--- src/rtl/ndp_controller_if.sv ---
// rtl/ndp_controller_if.sv - Host register and NDP unit signal bundle for ndp_controller
`timescale 1ns/1ps
interface ndp_controller_if;
  logic [7:0]  ndp_status;
  logic [7:0]  ndp_done;
  logic [31:0] sw_cmd;
  logic [31:0] sw_reset;
  logic [31:0] ndp_complete;
  logic [7:0]  ndp_start;
  logic [63:0] time_cycles;
  logic [7:0]  read_ptr;
  logic [7:0]  write_ptr;
  logic        clobber_enable;
  logic [7:0]  max_write_read_diff;
  logic        offset_read_enable;
  logic [11:0] offset_read_addr;

  modport master (
    output ndp_status, ndp_done, sw_cmd, sw_reset,
    input  ndp_complete, ndp_start, time_cycles, read_ptr, write_ptr,
           clobber_enable, max_write_read_diff, offset_read_enable, offset_read_addr
  );

  modport slave (
    input  ndp_status, ndp_done, sw_cmd, sw_reset,
    output ndp_complete, ndp_start, time_cycles, read_ptr, write_ptr,
           clobber_enable, max_write_read_diff, offset_read_enable, offset_read_addr
  );
endinterface

--- src/rtl/ndp_controller.sv ---
// rtl/ndp_controller.sv - In-order command FIFO and dispatcher for up to 8 NDP units
`timescale 1ns/1ps
module ndp_controller #(
  parameter int DEPTH = 16
) (
  input logic             clk,
  input logic             reset,
  ndp_controller_if.slave bus
);
  localparam int         AW      = (DEPTH > 1) ? $clog2(DEPTH) : 1;
  localparam logic [7:0] DEPTH_8 = 8'(DEPTH);

  // Entry layout: [20:9] offset address, [8] clobber, [7:0] unit mask.
  logic [20:0] mem_q [DEPTH];

  logic [7:0]  wp_q, wp_d, rp_q, rp_d, max_q, max_d;
  logic [7:0]  busy_q, busy_d, clob_q, clob_d, comp_q, comp_d, start_q, start_d;
  logic        ore_q, ore_d;
  logic [11:0] addr_q, addr_d;
  logic [63:0] time_q, time_d;

  logic [7:0]  occ, occ_d, head_mask;
  logic [20:0] head;
  logic        flush, push, launch;
  logic        unused_bits;

  assign flush     = bus.sw_reset[31];
  assign occ       = wp_q - rp_q;
  assign head      = mem_q[rp_q[AW-1:0]];
  assign head_mask = head[7:0];
  // Fullness is judged before any same-cycle pop, so a push into a full FIFO is lost.
  assign push      = (bus.sw_cmd[7:0] != 8'd0) && (occ != DEPTH_8) && !flush;
  assign launch    = (occ != 8'd0) && ((head_mask & (busy_q | bus.ndp_status)) == 8'd0) && !flush;

  assign unused_bits = ^{bus.sw_cmd[31:28], bus.sw_cmd[14:8], bus.sw_reset[30:8]};

  always_comb begin
    wp_d    = wp_q + {7'd0, push};
    rp_d    = rp_q + {7'd0, launch};
    occ_d   = wp_d - rp_d;
    max_d   = (occ_d > max_q) ? occ_d : max_q;
    busy_d  = (busy_q & ~bus.ndp_done) | (launch ? head_mask : 8'd0);
    clob_d  = (clob_q & ~bus.ndp_done) | ((launch && head[8]) ? head_mask : 8'd0);
    comp_d  = (comp_q & ~bus.sw_reset[7:0]) | bus.ndp_done;
    start_d = launch ? head_mask : 8'd0;
    ore_d   = launch;
    addr_d  = launch ? head[20:9] : addr_q;
    time_d  = (busy_q != 8'd0) ? time_q + 64'd1 : time_q;
    if (flush) begin
      wp_d    = 8'd0;
      rp_d    = 8'd0;
      max_d   = 8'd0;
      busy_d  = 8'd0;
      clob_d  = 8'd0;
      comp_d  = 8'd0;
      start_d = 8'd0;
      ore_d   = 1'b0;
      addr_d  = 12'd0;
      time_d  = 64'd0;
    end
  end

  always_ff @(posedge clk) begin
    if (push) mem_q[wp_q[AW-1:0]] <= {bus.sw_cmd[27:16], bus.sw_cmd[15], bus.sw_cmd[7:0]};
  end

  always_ff @(posedge clk or negedge reset) begin
    if (!reset) begin
      wp_q    <= 8'd0;
      rp_q    <= 8'd0;
      max_q   <= 8'd0;
      busy_q  <= 8'd0;
      clob_q  <= 8'd0;
      comp_q  <= 8'd0;
      start_q <= 8'd0;
      ore_q   <= 1'b0;
      addr_q  <= 12'd0;
      time_q  <= 64'd0;
    end else begin
      wp_q    <= wp_d;
      rp_q    <= rp_d;
      max_q   <= max_d;
      busy_q  <= busy_d;
      clob_q  <= clob_d;
      comp_q  <= comp_d;
      start_q <= start_d;
      ore_q   <= ore_d;
      addr_q  <= addr_d;
      time_q  <= time_d;
    end
  end

  assign bus.ndp_complete        = {24'd0, comp_q};
  assign bus.ndp_start           = start_q;
  assign bus.time_cycles         = time_q;
  assign bus.read_ptr            = rp_q;
  assign bus.write_ptr           = wp_q;
  assign bus.clobber_enable      = |clob_q;
  assign bus.max_write_read_diff = max_q;
  assign bus.offset_read_enable  = ore_q;
  assign bus.offset_read_addr    = addr_q;
endmodule

--- src/flat_wrapper.sv ---
// flat-port wrapper written by rule: the top's interface ports become plain ports
module ndp_controller_flat 
#(
  parameter int DEPTH = 16
)
  (clk, reset, bus_ndp_status, bus_ndp_done, bus_sw_cmd, bus_sw_reset, bus_ndp_complete, bus_ndp_start, bus_time_cycles, bus_read_ptr, bus_write_ptr, bus_clobber_enable, bus_max_write_read_diff, bus_offset_read_enable, bus_offset_read_addr);
  ndp_controller_if bus_i ();
  input logic clk;
  input logic reset;
  input wire logic [$bits(bus_i.ndp_status)-1:0] bus_ndp_status;
  input wire logic [$bits(bus_i.ndp_done)-1:0] bus_ndp_done;
  input wire logic [$bits(bus_i.sw_cmd)-1:0] bus_sw_cmd;
  input wire logic [$bits(bus_i.sw_reset)-1:0] bus_sw_reset;
  output wire logic [$bits(bus_i.ndp_complete)-1:0] bus_ndp_complete;
  output wire logic [$bits(bus_i.ndp_start)-1:0] bus_ndp_start;
  output wire logic [$bits(bus_i.time_cycles)-1:0] bus_time_cycles;
  output wire logic [$bits(bus_i.read_ptr)-1:0] bus_read_ptr;
  output wire logic [$bits(bus_i.write_ptr)-1:0] bus_write_ptr;
  output wire logic [$bits(bus_i.clobber_enable)-1:0] bus_clobber_enable;
  output wire logic [$bits(bus_i.max_write_read_diff)-1:0] bus_max_write_read_diff;
  output wire logic [$bits(bus_i.offset_read_enable)-1:0] bus_offset_read_enable;
  output wire logic [$bits(bus_i.offset_read_addr)-1:0] bus_offset_read_addr;
  assign bus_i.ndp_status = bus_ndp_status;
  assign bus_i.ndp_done = bus_ndp_done;
  assign bus_i.sw_cmd = bus_sw_cmd;
  assign bus_i.sw_reset = bus_sw_reset;
  assign bus_ndp_complete = bus_i.ndp_complete;
  assign bus_ndp_start = bus_i.ndp_start;
  assign bus_time_cycles = bus_i.time_cycles;
  assign bus_read_ptr = bus_i.read_ptr;
  assign bus_write_ptr = bus_i.write_ptr;
  assign bus_clobber_enable = bus_i.clobber_enable;
  assign bus_max_write_read_diff = bus_i.max_write_read_diff;
  assign bus_offset_read_enable = bus_i.offset_read_enable;
  assign bus_offset_read_addr = bus_i.offset_read_addr;
  ndp_controller #(.DEPTH(DEPTH)) u_core (.clk(clk), .reset(reset), .bus(bus_i));
endmodule
--- config.mk ---
export PLATFORM = sky130hd
export DESIGN_NAME = ndp_controller_flat
export DESIGN_NICKNAME = d
export VERILOG_FILES = /design/src/rtl/ndp_controller_if.sv /design/src/rtl/ndp_controller.sv /design/src/flat_wrapper.sv
export SDC_FILE = /design/constraint.sdc
export NUM_CORES = 1
export LEC_CHECK = 0
export ABC_CLOCK_PERIOD_IN_PS = 8150
export BUFFER_PORTS_ARGS = -buffer_cell sky130_fd_sc_hd__buf_2
export CAP_MARGIN = 20
export CORE_ASPECT_RATIO = 1.5
export CORE_MARGIN = 2
export CORE_UTILIZATION = 50
export DETAILED_ROUTE_END_ITERATION = 6
export PLACE_DENSITY_LB_ADDON = 0.15
export SLEW_MARGIN = 20
export SYNTH_ARGS = -nofsm -noshare
export SYNTH_HDL_FRONTEND = slang
export SYNTH_SLANG_ARGS = --single-unit
--- constraint.sdc ---
create_clock -name clk -period 8.15 [get_ports clk]
set_input_delay 1.2225 -clock clk [delete_from_list [all_inputs] [get_ports clk]]
set_output_delay 1.2225 -clock clk [all_outputs]
set_load 0.005 [all_outputs]
# == Word-level counts from Yosys, hierarchy flattened ==
# Memory sizes are Yosys's and may differ from the RTL's.
# Cells that the tools add are included.
# totals
mem_count,1
reg_bits,133
output_inout_bits,142
elab_cells,59
ramBits,336
# op_classes
eq_ne,1
n_reduce_logical,14
n_addsub,5
mux,17
magnitude_cmp,1
n_bitwise,10
# memory_table
name,words,width,rd,rd_clocked_by_memory_dff,wr,line,source
u_core.mem_q,16,21,1,0,1,ndp_controller.sv:14,logic [20:0] mem_q [DEPTH];
# op_table
op,count
2-to-1 mux 64 bit,2
2-to-1 mux 8 bit,10
adder 64 x 1 -> 64 bit (second input constant),1
bitwise AND 8 bit,4
bitwise OR 8 bit,4
2-to-1 mux 12 bit,2
nonzero test 8 bit,3
adder 8 x 1 -> 8 bit,2
NOT 8 bit,2
subtractor 8 bit,2
> comparator 8 bit,1
zero test 8 bit,1
inequality test 8 x 5 -> 1 bit (second input constant),1
OR reduction 8 bit,1
nonzero test 2 bit,3
logical AND 1 bit,5
2-to-1 mux 1 bit,3
zero test 1 bit,1

# == Logic depth before layout (Yosys ltp) ==
# logic_depth
word_depth,10
mapped_depth,34
mapped_depth_nobuf,26

# == Least setup slack after synthesis ==
# Ideal clock, no wire load.
# synth_timing
path_kind,register to register
start,reg u_core.rp_q[1] (netlist: u_core.bus.read_ptr[1])
end,reg u_core.max_q[0] (netlist: u_core.bus.max_write_read_diff[0])
arrival_ns,6.821
path_stages_with_launch,34
path_buffers,8
slack_ns,1.250
synth_period_minus_slack_ns,6.900
cell_sequence,dfrtp_1 buf_2 buf_2 buf_2 buf_1 buf_1 inv_1 ha_1 nor2b_1 o41a_1 a2111oi_0 o2111ai_1 o211ai_4 or2_1 buf_2 buf_6 inv_1 ha_1 ha_1 inv_1 ha_1 nor2b_1 o21ai_0 a21boi_0 o21ai_0 a21oi_1 xnor2_1 ha_1 nand3_1 o21bai_1 a22o_1 clkbuf_1 or2_2 a21oi_1
# synth_between
elab_chain_cells,9
elab_cells_between_ends,17
# synth_rtl
item,line,source
"start, declared",ndp_controller.sv:16,"logic [7:0] wp_q, wp_d, rp_q, rp_d, max_q, max_d;"
"start signal, assigned",ndp_controller.sv:81,rp_q <= rp_d;
memory (16 x 21 bit),--,
bitwise AND 8 bit,ndp_controller.sv:33,assign launch = (occ != 8'd0) && ((head_mask & (busy_q | bus.ndp_status)) == 8'd0) && !flush;
zero test 8 bit,ndp_controller.sv:33,
logical AND 1 bit (2 in series),ndp_controller.sv:33,
adder 8 x 1 -> 8 bit,ndp_controller.sv:39,"rp_d = rp_q + {7'd0, launch};"
subtractor 8 bit (*),ndp_controller.sv:40,occ_d = wp_d - rp_d;
> comparator 8 bit or 2-to-1 mux 8 bit (tied branches),ndp_controller.sv:41,max_d = (occ_d > max_q) ? occ_d : max_q;
nonzero test 2 bit (no line) or 2-to-1 mux 8 bit (tied branches),--,
"end signal, assigned",ndp_controller.sv:82,max_q <= max_d;
"end, declared",ndp_controller.sv:16,
# Mark *: on every way between the ends. The rest lies on a longest branch, timed or not. The select of a mux whose other input is x is not followed.
# A chain may end at the register's enable or synchronous reset.

# == Worst setup path in the final report ==
# Same ends and word-level chain as after synthesis.

==> out/metrics.yaml <==
routing:
  routed_wl_um: 43860
  wl_per_cell_um: 21.88
  drcViolationCount: 0
  ant_nets: 0
  vias: 11240
  drtIter0Drc: 875
  dr.pass1.iters: 5
  vias_per_cell: 5.609
synthesis:
  synthTopCellsByCount: "336 x edfxtp_1, 166 x nor2_1, 133 x dfrtp_1"
  yosysSeqAreaShare_pct: 67.50
  synthArstFlopShare_pct: 28.36
  ys_ff_latch: 469
  syn_avg_cell_area_um2: 15.48
  synth_edf_count: 336
  syn_area_um2: 19880
  synth.most_common_cell: "edfxtp_1"
  yosysWarningCount: 0
  yosysUniqueCellTypes: 64
  synth_top_area_cell: "edfxtp_1"
  netlist.area_leader.share_pct: 50.76
  synth_ff_type: "edfxtp_1"
  syn_inst: 1284
  synthTopCellsByArea: "edfxtp_1 51%, dfrtp_1 17%, mux4_2 9.7%"
pwr:
  leakage_nw: 8.676
  p_total_mw: 5.268
  cellPowerDensity_nw_per_um2: 231.7
  peakVddDrop_v: 0.0001928
global_routing:
  track_usage_pct: 21.39
  grt_max_degree: 84
  antenna_found_initial: 4
  grt_remaining_overflow: 0
  grt_pass1_vias: 11450
  grt_first_pass_wirelength_um: 67280
setup_path:
  path_class: "flop to flop"
  crit_top_cell: "ha_1"
  startpoint: "u_core.bus.read_ptr[1]"
  crit_path_end_kind: "flop"
  path_max_fanout: 40
  cp_data_arrival_time_ns: 7.25
  max_stage_delay_ns: 0.80
  cp.required_ns: 8.61
  cp_slowest_cell: "dfrtp_4"
  timing.rr.start: "u_core.bus.read_ptr[1]"
  crit_path_start_kind: "flop"
cts:
  cts_made_buffers: 44
  clkTransAtPathRegs_ns: 0.06
  clk_latency_ns: 0.56
  cts_tree: "yes"
  cts.sinks: 469
  h-tree-depth: 2
  root_buffer: "clkbuf_16"
  clockBufferDepth: 3
  cts_setup_buffers: 0
  cts_resized: 0
  cts_hold_buf: 0
timing:
  period_minus_slack_ns: 6.797
  worst_pin_slew_ns: 0.8989
  rsz0062_at_grt: "false"
  period_share_pct: 83.40
  fmax_mhz: 147.1
  final.setup.worst_slack_ns: 1.353
  fin_worst_skew_ns: 0.02273
  slew_headroom_pct: 39.93
  setup-violations-final: 0
  drv_slew: 0
  hold_viol: 0
  whs_ns: 0.4851
  setup_tns_ns: 0
floorplanning:
  core_area_um2: 39310
  die_w_um: 166.8
  rows: 89
  dieHeight_um: 248.2
  start_util_pct: 50.57
  ios: 224
  die-area_um2: 41400
place:
  hpwl_um: 27040
  io_buffers: 165
  pre_cts_ws_ns: 1.255
  place_congestion: 0.8405
flow_run:
  max-cap-violations: 0
worst_hold_path:
  hold_path_class: "flop to flop"
  min_from: "u_core.clob_q[6]"
status:
  outcome: "finished, final reports clean"
cells_and_area:
  drive_gt1_share_pct: 24.95
  area_delta_synth_final_pct: 14.36
  nNetsFinal: 1578
registers in the layout, indices dropped and copies added, names as in the netlist:
signal                          cells
u_core.mem_q                      336
u_core.bus.time_cycles             64
u_core.bus.offset_read_addr        12
u_core.bus.max_write_read_diff      8
u_core.bus.ndp_start                8
u_core.bus.read_ptr                 8
u_core.bus.write_ptr                8
u_core.busy_q                       8
u_core.clob_q                       8
u_core.comp_q                       8
u_core.bus.offset_read_enable       1
placed cells by master, fill, tap and decap left out, drive strengths merged, types with 2 or more instances in the layout:
cell type,Yosys,routed
edfxtp,336,336
buf,49,189
nor2,166,166
dfrtp,133,133
mux4,86,86
clkbuf,25,56
nand2,54,54
mux2i,51,51
xor2,48,48
inv,45,46
nand3,34,34
xnor2,33,33
o21ai,28,28
ha,27,27
a21oi,25,25
conb,1,24
clkinv,0,16
nand4,15,15
nor2b,13,13
and4,13,13
nor3,10,10
o32ai,9,9
nor4,8,8
and3,8,8
a22oi,8,8
or3,8,8
o21a,7,7
bufinv,0,7
nand2b,6,6
and2,5,5
or2,5,5
a31oi,3,3
nand3b,2,2
o21bai,2,2
o211ai,2,2
worst max-delay path, delay by kind of cell, from the launching register on:
family                     cells  cell delay (ns)
AOI/OAI and AO/OA              9             1.82
xor gates and xnor gates       1             0.15
adders and majority gates      4             1.15
buffers and inverters          3             0.84
DFF                            1             0.80
muxes                          2             0.68
and+or+nand+nor                6             1.25
final timing paths:
| check | endpoint | slack, ns | cells past startpoint |
|---|---|---|---|
| setup / recovery | u_core.bus.max_write_read_diff[0] | 1.35 | 25 |
| hold / removal | u_core.clob_q[6] | 0.49 | 2 |
| setup reg to reg | u_core.bus.max_write_read_diff[0] | 1.35 | 25 |
| hold reg to reg | u_core.clob_q[6] | 0.49 | 2 |
| max in group asynchronous | u_core.bus.time_cycles[58] | 6.18 | 2 |
| min in group asynchronous | u_core.bus.time_cycles[36] | 0.76 | 1 |
metrics by stage:
stage,area (um2),util [%],instances
after CTS,22730,57.83,2003
after detailed placement,21250,54.06,1922
final,22730,57.83,2004
after global routing,22730,57.83,2004
after global placement,21250,54.06,1922
after floorplan,19970,-,1307
cell families (layout without fill, tap and decap cells):
| kind of cell | Yosys count | in the layout | synth area share (%) |
|---|---|---|---|
| mux | 137 | 137 | 12.31 |
| other cells | 1 | 25 | 0.01886 |
| xor+xnor | 81 | 81 | 3.569 |
| flops | 469 | 469 | 67.50 |
| buf+inv | 119 | 315 | 3.059 |
| compound gates | 100 | 100 | 3.613 |
| simple gates | 349 | 349 | 8.132 |
| fa+ha+maj | 28 | 28 | 1.800 |
final cells by class:
class,instances,area (um2)
clock buffers,56,1176
flip-flops and latches,469,13430
well taps,500,625.6
repair buffers,189,1015
multi-input cells,719,6015
inverters,45,168.9
clock inverters,25,306.5
diodes,1,2.502
fillers,3065,16570
metal layers:
metal | vias up | GRT usage [%] | routed length, um
li1 | 5129 | - | -
met4 | 4 | 6.694 | 1215
met1 | 5704 | 26.95 | 17470
met3 | 77 | 3.019 | 1977
met2 | 327 | 38.55 | 23170
met5 | - | 0 | 23
where the power goes:
part / switching (mW) / internal [mW] / total, mW
clock network: 0.869 / 1.24 / 2.11
registers: 0.0353 / 2.62 / 2.66
logic: 0.281 / 0.214 / 0.495
total: 1.18 / 4.08 / 5.27
Note: power is estimated with default switching activity, not from simulation.
